[src/rtl/led_trail_pwm_if.sv]
// Bundles the pattern/control inputs and the LED/brightness outputs of led_trail_pwm.
// master = pattern generator / board side, slave = the PWM output stage.
interface led_trail_pwm_if #(
  parameter int WIDTH      = 16,
  parameter int LEVEL_BITS = 4
);
  logic [WIDTH-1:0]      pattern_in;
  logic                  enable;
  logic                  bright_up;
  logic                  bright_dn;
  logic [WIDTH-1:0]      led_out;
  logic [LEVEL_BITS-1:0] bright_level;

  modport master (
    output pattern_in, enable, bright_up, bright_dn,
    input  led_out, bright_level
  );

  modport slave (
    input  pattern_in, enable, bright_up, bright_dn,
    output led_out, bright_level
  );
endinterface

[src/rtl/led_trail_pwm.sv]
// LED output stage: each lit pattern bit holds its channel at full level, then it fades
// one step per decay tick; per-channel PWM duty is scaled by a global brightness.
module led_trail_pwm #(
  parameter int WIDTH      = 16,
  parameter int LEVEL_BITS = 4,
  parameter int PWM_DIV    = 64,
  parameter int DECAY_DIV  = 1250000
) (
  input  logic            clk,
  input  logic            rstn,
  led_trail_pwm_if.slave  bus
);

  localparam int PW    = (PWM_DIV   > 1) ? $clog2(PWM_DIV)   : 1;
  localparam int DW    = (DECAY_DIV > 1) ? $clog2(DECAY_DIV) : 1;
  localparam int PRODW = 2 * LEVEL_BITS + 1;
  localparam int DUTYW = LEVEL_BITS + 1;

  localparam logic [LEVEL_BITS-1:0] MAX       = '1;
  localparam logic [PW-1:0]         PCNT_LAST = PW'(PWM_DIV - 1);
  localparam logic [DW-1:0]         DCNT_LAST = DW'(DECAY_DIV - 1);

  logic [WIDTH-1:0]      r_pat_q;
  logic [DW-1:0]         r_dcnt;
  logic [PW-1:0]         r_pcnt;
  logic [LEVEL_BITS-1:0] r_pwm_cnt;
  logic [LEVEL_BITS-1:0] r_bright;
  logic [LEVEL_BITS-1:0] r_level [WIDTH];
  logic [WIDTH-1:0]      r_led_out;

  logic [LEVEL_BITS-1:0] w_level_next [WIDTH];
  logic [WIDTH-1:0]      w_led_next;
  logic                  w_decay_tick;
  logic                  w_pwm_step;
  logic [DUTYW-1:0]      w_bright_p1;
  logic                  w_up_only;
  logic                  w_dn_only;

  assign w_decay_tick = (r_dcnt == DCNT_LAST);
  assign w_pwm_step   = (r_pcnt == PCNT_LAST);
  assign w_bright_p1  = {1'b0, r_bright} + DUTYW'(1);
  assign w_up_only    = bus.bright_up & ~bus.bright_dn;
  assign w_dn_only    = bus.bright_dn & ~bus.bright_up;

  genvar gi;
  generate
    for (gi = 0; gi < WIDTH; gi++) begin : g_chan
      logic [PRODW-1:0] w_prod;
      logic [DUTYW-1:0] w_duty;

      assign w_level_next[gi] = r_pat_q[gi] ? MAX :
                                (w_decay_tick && (r_level[gi] != '0)) ? r_level[gi] - 1'b1 :
                                r_level[gi];

      // Full-width product before the shift so bright=MAX gives duty == level exactly.
      assign w_prod         = PRODW'(r_level[gi]) * PRODW'(w_bright_p1);
      assign w_duty         = DUTYW'(w_prod >> LEVEL_BITS);
      assign w_led_next[gi] = bus.enable & ({1'b0, r_pwm_cnt} < w_duty);
    end
  endgenerate

  always_ff @(posedge clk) begin
    if (!rstn) begin
      r_pat_q   <= '0;
      r_dcnt    <= '0;
      r_pcnt    <= '0;
      r_pwm_cnt <= '0;
      r_bright  <= MAX;
      r_led_out <= '0;
      for (int i = 0; i < WIDTH; i++) begin
        r_level[i] <= '0;
      end
    end else begin
      r_pat_q   <= bus.pattern_in;
      r_dcnt    <= w_decay_tick ? '0 : r_dcnt + 1'b1;
      r_pcnt    <= w_pwm_step   ? '0 : r_pcnt + 1'b1;
      if (w_pwm_step) begin
        r_pwm_cnt <= r_pwm_cnt + 1'b1;
      end
      if (w_up_only && (r_bright != MAX)) begin
        r_bright <= r_bright + 1'b1;
      end else if (w_dn_only && (r_bright != '0)) begin
        r_bright <= r_bright - 1'b1;
      end
      r_led_out <= w_led_next;
      for (int i = 0; i < WIDTH; i++) begin
        r_level[i] <= w_level_next[i];
      end
    end
  end

  assign bus.led_out      = r_led_out;
  assign bus.bright_level = r_bright;

endmodule

[src/flat_wrapper.sv]
// flat-port wrapper written by rule: the top's interface ports become plain ports
module led_trail_pwm_flat 
#(
  parameter int WIDTH      = 16,
  parameter int LEVEL_BITS = 4,
  parameter int PWM_DIV    = 64,
  parameter int DECAY_DIV  = 1250000
)
  (clk, rstn, bus_pattern_in, bus_enable, bus_bright_up, bus_bright_dn, bus_led_out, bus_bright_level);
  led_trail_pwm_if #(.WIDTH(WIDTH), .LEVEL_BITS(LEVEL_BITS)) bus_i ();
  input  logic clk;
  input  logic rstn;
  input wire logic [$bits(bus_i.pattern_in)-1:0] bus_pattern_in;
  input wire logic [$bits(bus_i.enable)-1:0] bus_enable;
  input wire logic [$bits(bus_i.bright_up)-1:0] bus_bright_up;
  input wire logic [$bits(bus_i.bright_dn)-1:0] bus_bright_dn;
  output wire logic [$bits(bus_i.led_out)-1:0] bus_led_out;
  output wire logic [$bits(bus_i.bright_level)-1:0] bus_bright_level;
  assign bus_i.pattern_in = bus_pattern_in;
  assign bus_i.enable = bus_enable;
  assign bus_i.bright_up = bus_bright_up;
  assign bus_i.bright_dn = bus_bright_dn;
  assign bus_led_out = bus_i.led_out;
  assign bus_bright_level = bus_i.bright_level;
  led_trail_pwm #(.WIDTH(WIDTH), .LEVEL_BITS(LEVEL_BITS), .PWM_DIV(PWM_DIV), .DECAY_DIV(DECAY_DIV)) u_core (.clk(clk), .rstn(rstn), .bus(bus_i));
endmodule
[config.mk]
export PLATFORM = sky130hd
export DESIGN_NAME = led_trail_pwm_flat
export DESIGN_NICKNAME = d
export VERILOG_FILES = /design/src/rtl/led_trail_pwm_if.sv /design/src/rtl/led_trail_pwm.sv /design/src/flat_wrapper.sv
export SDC_FILE = /design/constraint.sdc
export NUM_CORES = 1
export LEC_CHECK = 0
export CAP_MARGIN = 20
export CELL_PAD_IN_SITES_DETAIL_PLACEMENT = 1
export CELL_PAD_IN_SITES_GLOBAL_PLACEMENT = 2
export CORE_ASPECT_RATIO = 0.6
export CORE_MARGIN = 8
export CORE_UTILIZATION = 41
export CTS_CLUSTER_DIAMETER = 60
export DETAILED_ROUTE_END_ITERATION = 12
export GPL_TIMING_DRIVEN = 0
export PLACE_DENSITY = 0.92
export SLEW_MARGIN = 20
export SYNTH_ARGS = -nofsm -noshare
export SYNTH_HDL_FRONTEND = slang
export SYNTH_SLANG_ARGS = --single-unit
[constraint.sdc]
create_clock -name clk -period 7.5 [get_ports clk]
set_input_delay 0.75 -clock clk [delete_from_list [all_inputs] [get_ports clk]]
set_output_delay 0.75 -clock clk [all_outputs]
set_load 0.01 [all_outputs]
# Word-level counts from Yosys, hierarchy flattened
# Memory sizes are Yosys's and may differ from the RTL's.
# Cells that the tools add are included.
# classes
addsub,22
mux,52
bitwise,37
order_cmp,16
eq_ne,3
n_mul,16
reduce_logical,38
# op_table
op,count
4-bit two-way mux,50
4-bit by 5-bit multiplier with 9-bit output,16
4-bit by 5-bit < comparator with 1-bit output,16
4-bit nonzero test,17
4-bit by 1-bit subtractor with 4-bit output (second input constant),17
21-bit by 1-bit adder with 21-bit output (second input constant),1
21-bit equality test (second input constant),1
1-bit AND,18
1-bit logical AND,18
1-bit bitwise OR,16
4-bit by 1-bit adder with 4-bit output (second input constant),2
6-bit by 1-bit adder with 6-bit output (second input constant),1
6-bit equality test (second input constant),1
4-bit by 1-bit adder with 5-bit output (second input constant),1
4-bit inequality test (second input constant),1
2-bit OR reduction,2
1-bit inverter,3
1-bit two-way mux,2
2-bit nonzero test,1
# word_totals
out_inout_bits,20
ff_bits,67
ram_bits,64
inputBits,21
word_cells,191
mem_count,1
# mem_list
memory,depth,width,rd,rd_clocked_by_memory_dff,write_ports,line_no,text
u_core.r_level,16,4,16,0,16,led_trail_pwm.sv:28,logic [LEVEL_BITS-1:0] r_level [WIDTH];

# Depth between registers and ports, before layout
# Gate-level depths: netlist of the first run.
# logic_depth
word_depth,5
mapped_depth,23
ltp_nobuf,17

# Least setup slack after synthesis of the first run
# No wires, ideal clock.
# synth_timing
path_kind,reg2reg
startpoint,reg u_core.r_bright[0] (netlist: u_core.bus.bright_level[0])
endpoint,reg u_core.r_led_out[2] (netlist: u_core.bus.led_out[2])
stages_incl_launch_ff,24
setup_time_ns,0.128
arrival_ns,5.608
n_path_buf,6
path_slack_ns,1.764
synth_period_minus_slack_ns,5.736
required_time_ns,7.372
path_cell_list,dfxtp_1 > clkbuf_2 > clkbuf_1 > clkinv_1 > buf_1 > ha_1 > clkbuf_1 > clkbuf_1 > clkbuf_1 > and2_1 > fa_1 > inv_1 > fa_1 > inv_1 > ha_1 > and4b_1 > a221o_1 > o21a_1 > or2_2 > ha_1 > o21a_1 > o21ai_0 > a21oi_1 > o22ai_1
# synth_between
elab_chain_cells,4
# synth_rtl
item,line_no,text
from (decl),led_trail_pwm.sv:27,logic [LEVEL_BITS-1:0] r_bright;
from (signal assigned),led_trail_pwm.sv:81,r_bright <= r_bright + 1'b1;
from (signal assigned),led_trail_pwm.sv:83,r_bright <= r_bright - 1'b1;
4-bit by 1-bit adder with 5-bit output,led_trail_pwm.sv:41,"assign w_bright_p1 = {1'b0, r_bright} + DUTYW'(1);"
net u_core.w_bright_p1[0],led_trail_pwm.sv:35,logic [DUTYW-1:0] w_bright_p1;
4-bit by 5-bit multiplier with 9-bit output,led_trail_pwm.sv:56,assign w_prod = PRODW'(r_level[gi]) * PRODW'(w_bright_p1);
4-bit by 5-bit < comparator with 1-bit output,led_trail_pwm.sv:58,"assign w_led_next[gi] = bus.enable & ({1'b0, r_pwm_cnt} < w_duty);"
1-bit AND,led_trail_pwm.sv:58,
to (signal assigned),led_trail_pwm.sv:85,r_led_out <= w_led_next;
to (decl),led_trail_pwm.sv:29,logic [WIDTH-1:0] r_led_out;
# The timed path passes the listed nets, and every way through them passes these cells.
# A chain may end at the register's enable or synchronous reset.

# Worst setup path after layout of the first run
# layout_timing
startpoint,reg u_core.r_bright[0] (netlist: u_core.bus.bright_level[0])
endpoint,reg u_core.r_led_out[6] (netlist: u_core.bus.led_out[6])
# The elaborated chain is that of the path after synthesis.

==> results.py, run 1 <==
metrics = {
    "setup_path": {
        "top_family_by_delay_on_critical_path": "buffers and inverters",
        "r2r-end": "u_core.bus.led_out[6]$_SDFF_PN0_",
        "end_kind": "flip-flop",
        "cp_num_buf_inv": 8,
        "number_of_cells_on_the_worst_reg_to_reg_path": 21,
        "critPathMaxStageDelay_ps": 540,
        "r2r-start": "u_core.bus.bright_level[0]$_SDFFE_PN1P_",
        "setup.worst_path.start": "u_core.bus.bright_level[0]$_SDFFE_PN1P_",
        "worstPathArrival_ps": 7740,
        "crit_slowest_cell": "sky130_fd_sc_hd__fa_1",
        "cpMostUsedCell": "sky130_fd_sc_hd__ha_1",
        "crit_type": "flip-flop to flip-flop",
        "crit_required_ps": 7870,
        "reg2reg_slack_ps": 130,
        "critPathLaunchType": "flip-flop",
        "crit_path_max_fanout": 13,
        "chain_of_cells_forming_the_critical_path": "clkbuf_4 -> buf_2 -> clkinv_2 -> clkdlybuf4s15_2 -> ha_1 -> clkbuf_2 -> clkbuf_4 -> buf_2 -> nand2_1 -> fa_1 -> inv_1 -> fa_1 -> ha_1 -> and4b_1 -> a221o_1 -> o21a_1 -> or2_2 -> ha_1 -> a211oi_1 -> a21oi_1 -> o22ai_1",
    },
    "floorplanning": {
        "dieArea_sq_um": 42300,
        "io-pin-count": 41,
        "rows": 53,
        "chipWidth_um": 260,
        "core-area_sq_um": 35100,
        "initial_core_util_pct": 41.8,
        "chipHeight_um": 163,
    },
    "global_routing": {
        "grt_antenna_before_repair": 3,
        "gr-usage-all-layers_pct": 22.6,
        "grt_start_max_net_pins": 20,
        "via_count_of_the_first_global_routing_pass": 13100,
        "globalRouteOverflowTotal": 0,
        "wire_length_of_the_first_global_routing_pass_um": 74800,
    },
    "sta": {
        "timing.fmax_mhz": 136,
        "hold_viol": 0,
        "finalClockSkew_ps": 14.0,
        "setup-tns-final_ps": 0,
        "layout_worst_path_cycle_share_pct": 98.3,
        "max_slew.worst_pin.slew_ps": 1140,
        "min_tclk_post_route_ps": 7370,
        "max-slew-margin-rel_pct": 24.0,
        "setup-violations-final": 0,
        "finalMaxSlewViolations": 0,
        "unrepaired_setup_endpoints_after_global_routing": "false",
    },
    "clock_tree": {
        "postCtsResizedCells": 11,
        "cts_setup_buffers": 0,
        "path_clk_slew_ps": 70,
        "htreeDepth": 4,
        "clockRootBuffer": "sky130_fd_sc_hd__clkbuf_16",
        "cts.sink_count": 131,
        "max-clock-path-buffers": 2,
        "cts_tree": "done",
        "worstSkewPairLatency_ps": 450,
        "hold_buffers": 0,
        "cts_made_buffers": 17,
    },
    "hold_path": {
        "hold_path_depth": 1,
        "timing.hold.worst.start": "u_core.r_dcnt[0]$_SDFF_PP0_",
        "hp-class": "flip-flop to flip-flop",
        "timing.hold.worst_endpoint": "u_core.r_dcnt[0]$_SDFF_PP0_",
    },
    "placement": {
        "placement.io_buffers": 39,
        "dpl-instance-area_sq_um": 15700,
        "routabilityCongestion": 0.865,
        "hpwlAfterDp_um": 36000,
    },
    "yosys": {
        "synth-seq-area-share_pct": 17.9,
        "synthCells": 1631,
        "yosys_most_used_dff": "sky130_fd_sc_hd__dfxtp_1",
        "post_synth.cell_area_avg_sq_um": 9.00,
        "synth.cell_area_sq_um": 14700,
        "post-synth-top-area-cell": "sky130_fd_sc_hd__ha_1",
        "number_of_synthesized_flops_with_an_enable_pin": 0,
        "mappedNetlistNets": 1980,
        "synthArstFlopShare_pct": 0,
        "synth.top_cell.area_share_pct": 21.1,
        "synthesis.yosys.warnings": 0,
        "postSynthRegisterBits": 131,
        "ys_types": 48,
        "synth_top_cells_by_area": "sky130_fd_sc_hd__ha_1 (21%), sky130_fd_sc_hd__dfxtp_1 (18%), sky130_fd_sc_hd__fa_1 (11%), sky130_fd_sc_hd__and2_1 (6.4%), sky130_fd_sc_hd__o21a_1 (4.1%)",
    },
    "route": {
        "ant_nets": 0,
        "detailedRoute.firstIterationViolations": 754,
        "routed_wl_um": 47700,
        "routed_wire_length_per_instance_um": 21.9,
        "drtPass1Iterations": 5,
        "drt_drc_violations_left": 0,
        "vias": 12500,
        "route.detailed.vias_per_inst": 5.77,
    },
    "finish": {
        "fin_nets": 2039,
        "stdcell_area_sq_um": 16300,
        "post-route-util_pct": 46.4,
        "most-common-layout-cells": "sky130_fd_sc_hd__ha_1 (247), sky130_fd_sc_hd__and2_1 (149), sky130_fd_sc_hd__dfxtp_1 (127)",
        "synthToLayoutAreaGrowth_pct": 11.0,
        "mostFrequentLayoutCell": "sky130_fd_sc_hd__ha_1",
        "final_layout_size_suffix_gt1_share_pct": 5.70,
    },
    "power_and_ir_drop": {
        "share_comb_of_total_power_pct": 49.7,
        "power.share.sequential_pct": 24.5,
        "ir_drop_mv": 0.204,
        "p_leak_nw": 7.59,
        "intPower_mw": 1.88,
        "power.clock.fraction_pct": 25.8,
        "power_density_nw_per_um2": 207,
        "switching_fraction_of_total_power_pct": 44.4,
        "total_power_mw": 3.37,
        "p_switching_mw": 1.50,
    },
    "flow_run": {
        "cap_viol_max_count": 0,
    },
    "outcome": {
        "outcome": "complete, no violations",
    },
}
## Yosys cell counts, types with 2 or more instances
| cell type | instances |
|---|---|
| sky130_fd_sc_hd__inv_1 | 99 |
| sky130_fd_sc_hd__or2_2 | 32 |
| sky130_fd_sc_hd__buf_1 | 2 |
| sky130_fd_sc_hd__nand2_1 | 83 |
| sky130_fd_sc_hd__nor2_1 | 91 |
| sky130_fd_sc_hd__xnor2_1 | 51 |
| sky130_fd_sc_hd__o21ai_0 | 33 |
| sky130_fd_sc_hd__o31a_1 | 32 |
| sky130_fd_sc_hd__o211ai_1 | 2 |
| sky130_fd_sc_hd__a211oi_1 | 16 |
| sky130_fd_sc_hd__a21o_1 | 17 |
| sky130_fd_sc_hd__nand2b_1 | 32 |
| sky130_fd_sc_hd__mux2i_1 | 18 |
| sky130_fd_sc_hd__ha_1 | 247 |
| sky130_fd_sc_hd__and4b_1 | 32 |
| sky130_fd_sc_hd__and4_1 | 16 |
| sky130_fd_sc_hd__and2_1 | 149 |
| sky130_fd_sc_hd__o41a_1 | 3 |
| sky130_fd_sc_hd__nor4_1 | 16 |
| sky130_fd_sc_hd__nand4_1 | 5 |
| sky130_fd_sc_hd__a221o_1 | 16 |
| sky130_fd_sc_hd__o41ai_2 | 8 |
| sky130_fd_sc_hd__xor2_1 | 42 |
| sky130_fd_sc_hd__buf_6 | 3 |
| sky130_fd_sc_hd__nor3b_1 | 16 |
| sky130_fd_sc_hd__o41ai_1 | 5 |
| sky130_fd_sc_hd__nand3_1 | 10 |
| sky130_fd_sc_hd__a21boi_0 | 18 |
| sky130_fd_sc_hd__o21a_1 | 80 |
| sky130_fd_sc_hd__nor2b_1 | 50 |
| sky130_fd_sc_hd__o22ai_1 | 16 |
| sky130_fd_sc_hd__buf_2 | 3 |
| sky130_fd_sc_hd__clkbuf_1 | 50 |
| sky130_fd_sc_hd__or3_1 | 19 |
| sky130_fd_sc_hd__a21oi_1 | 34 |
| sky130_fd_sc_hd__nor3_1 | 35 |
| sky130_fd_sc_hd__fa_1 | 81 |
| sky130_fd_sc_hd__and3_1 | 29 |
| sky130_fd_sc_hd__dfxtp_1 | 131 |
## cells by family (layout without fill, tap and decap cells)
logic type	count (synthesis)	in the layout	synth area share (%)
XOR/XNOR	93	93	5.55
flip-flops	131	131	17.9
other	0	1	0
multiplexers	18	18	1.23
buffers and inverters	159	231	4.25
AO/OA/AOI/OAI	281	281	14.2
AND/OR/NAND/NOR	621	621	24.7
adder cells (fa/ha/maj)	328	328	32.1
## sequential cells by signal, summed over array words and instances (netlist names)
name                     flops
u_core.r_pcnt                6
u_core.bus.bright_level      4
u_core.bus.led_out          16
u_core.r_level              64
u_core.r_pwm_cnt             4
u_core.r_dcnt               21
u_core.r_pat_q              16
## power by group through the flow
stage               clock network, mW  registers [mW]  logic [mW]
CTS                             0.886           0.824        1.67
global placement                    0           0.836        1.56
global route                    0.913           0.833        1.85
detailed placement                  0           0.839        1.64
finish                          0.871           0.825        1.67
floorplan                           0           0.821        1.07
## worst max path at each step
stage,endpoint,slack [ps],depth (start not counted)
3_5_place_dp,u_core.bus.led_out[6]$_SDFF_PN0_,-2120,21
6_report,u_core.bus.led_out[6]$_SDFF_PN0_,130,21
3_3_place_gp,u_core.bus.led_out[7]$_SDFF_PN0_,-1880,21
4_1_cts,u_core.bus.led_out[6]$_SDFF_PN0_,40,21
2_1_floorplan,u_core.bus.led_out[2]$_SDFF_PN0_,1760,23
5_1_grt,u_core.bus.led_out[4]$_SDFF_PN0_,4,22
## area by class of cell
cell class	instances	area, sq um
fill	4140	18900
clock buffer	18	439
inverter	100	377
timing repair buffer	40	418
sequential	131	2630
buffer	59	269
tap	467	584
antenna	1	2.50
multi-input combinational	1341	11400
clock inverter	14	144
## per-layer routing
layer	GRT usage [%]	up-vias	wire [um]	part of all wire, %
met1	32.3	6300	23700	50
met5	0	-	0	0
met3	4.19	68	2580	5.4
met4	6.45	0	1050	2.2
met2	34.3	307	20300	43
li1	-	5846	-	-
## per-stage QoR
| stage | hold WS (ps) | instances | worst slack [ps] |
|---|---|---|---|
| detailed placement | 442 | 2138 | -2120 |
| floorplan | 412 | 1631 | 1760 |
| global placement | 425 | 2137 | -1880 |
| global route | 477 | 2170 | 4.49 |
| finish | 453 | 2171 | 129 |
| CTS | 455 | 2170 | 41.5 |
Power figures use the tool's default switching activity.
==> inputs of run 2 (changes only) <==
Settings changed: GPL_ROUTABILITY_DRIVEN from default to 0.
==> results of run 2 <==
Same layout as run 1: the final DEF is identical, and so are final timing and power.
==> inputs of run 3 (changes only) <==
Settings changed: GPL_ROUTABILITY_DRIVEN 0 to default.
==> results of run 3 <==
Same layout as run 1: the final DEF is identical, and so are final timing and power.
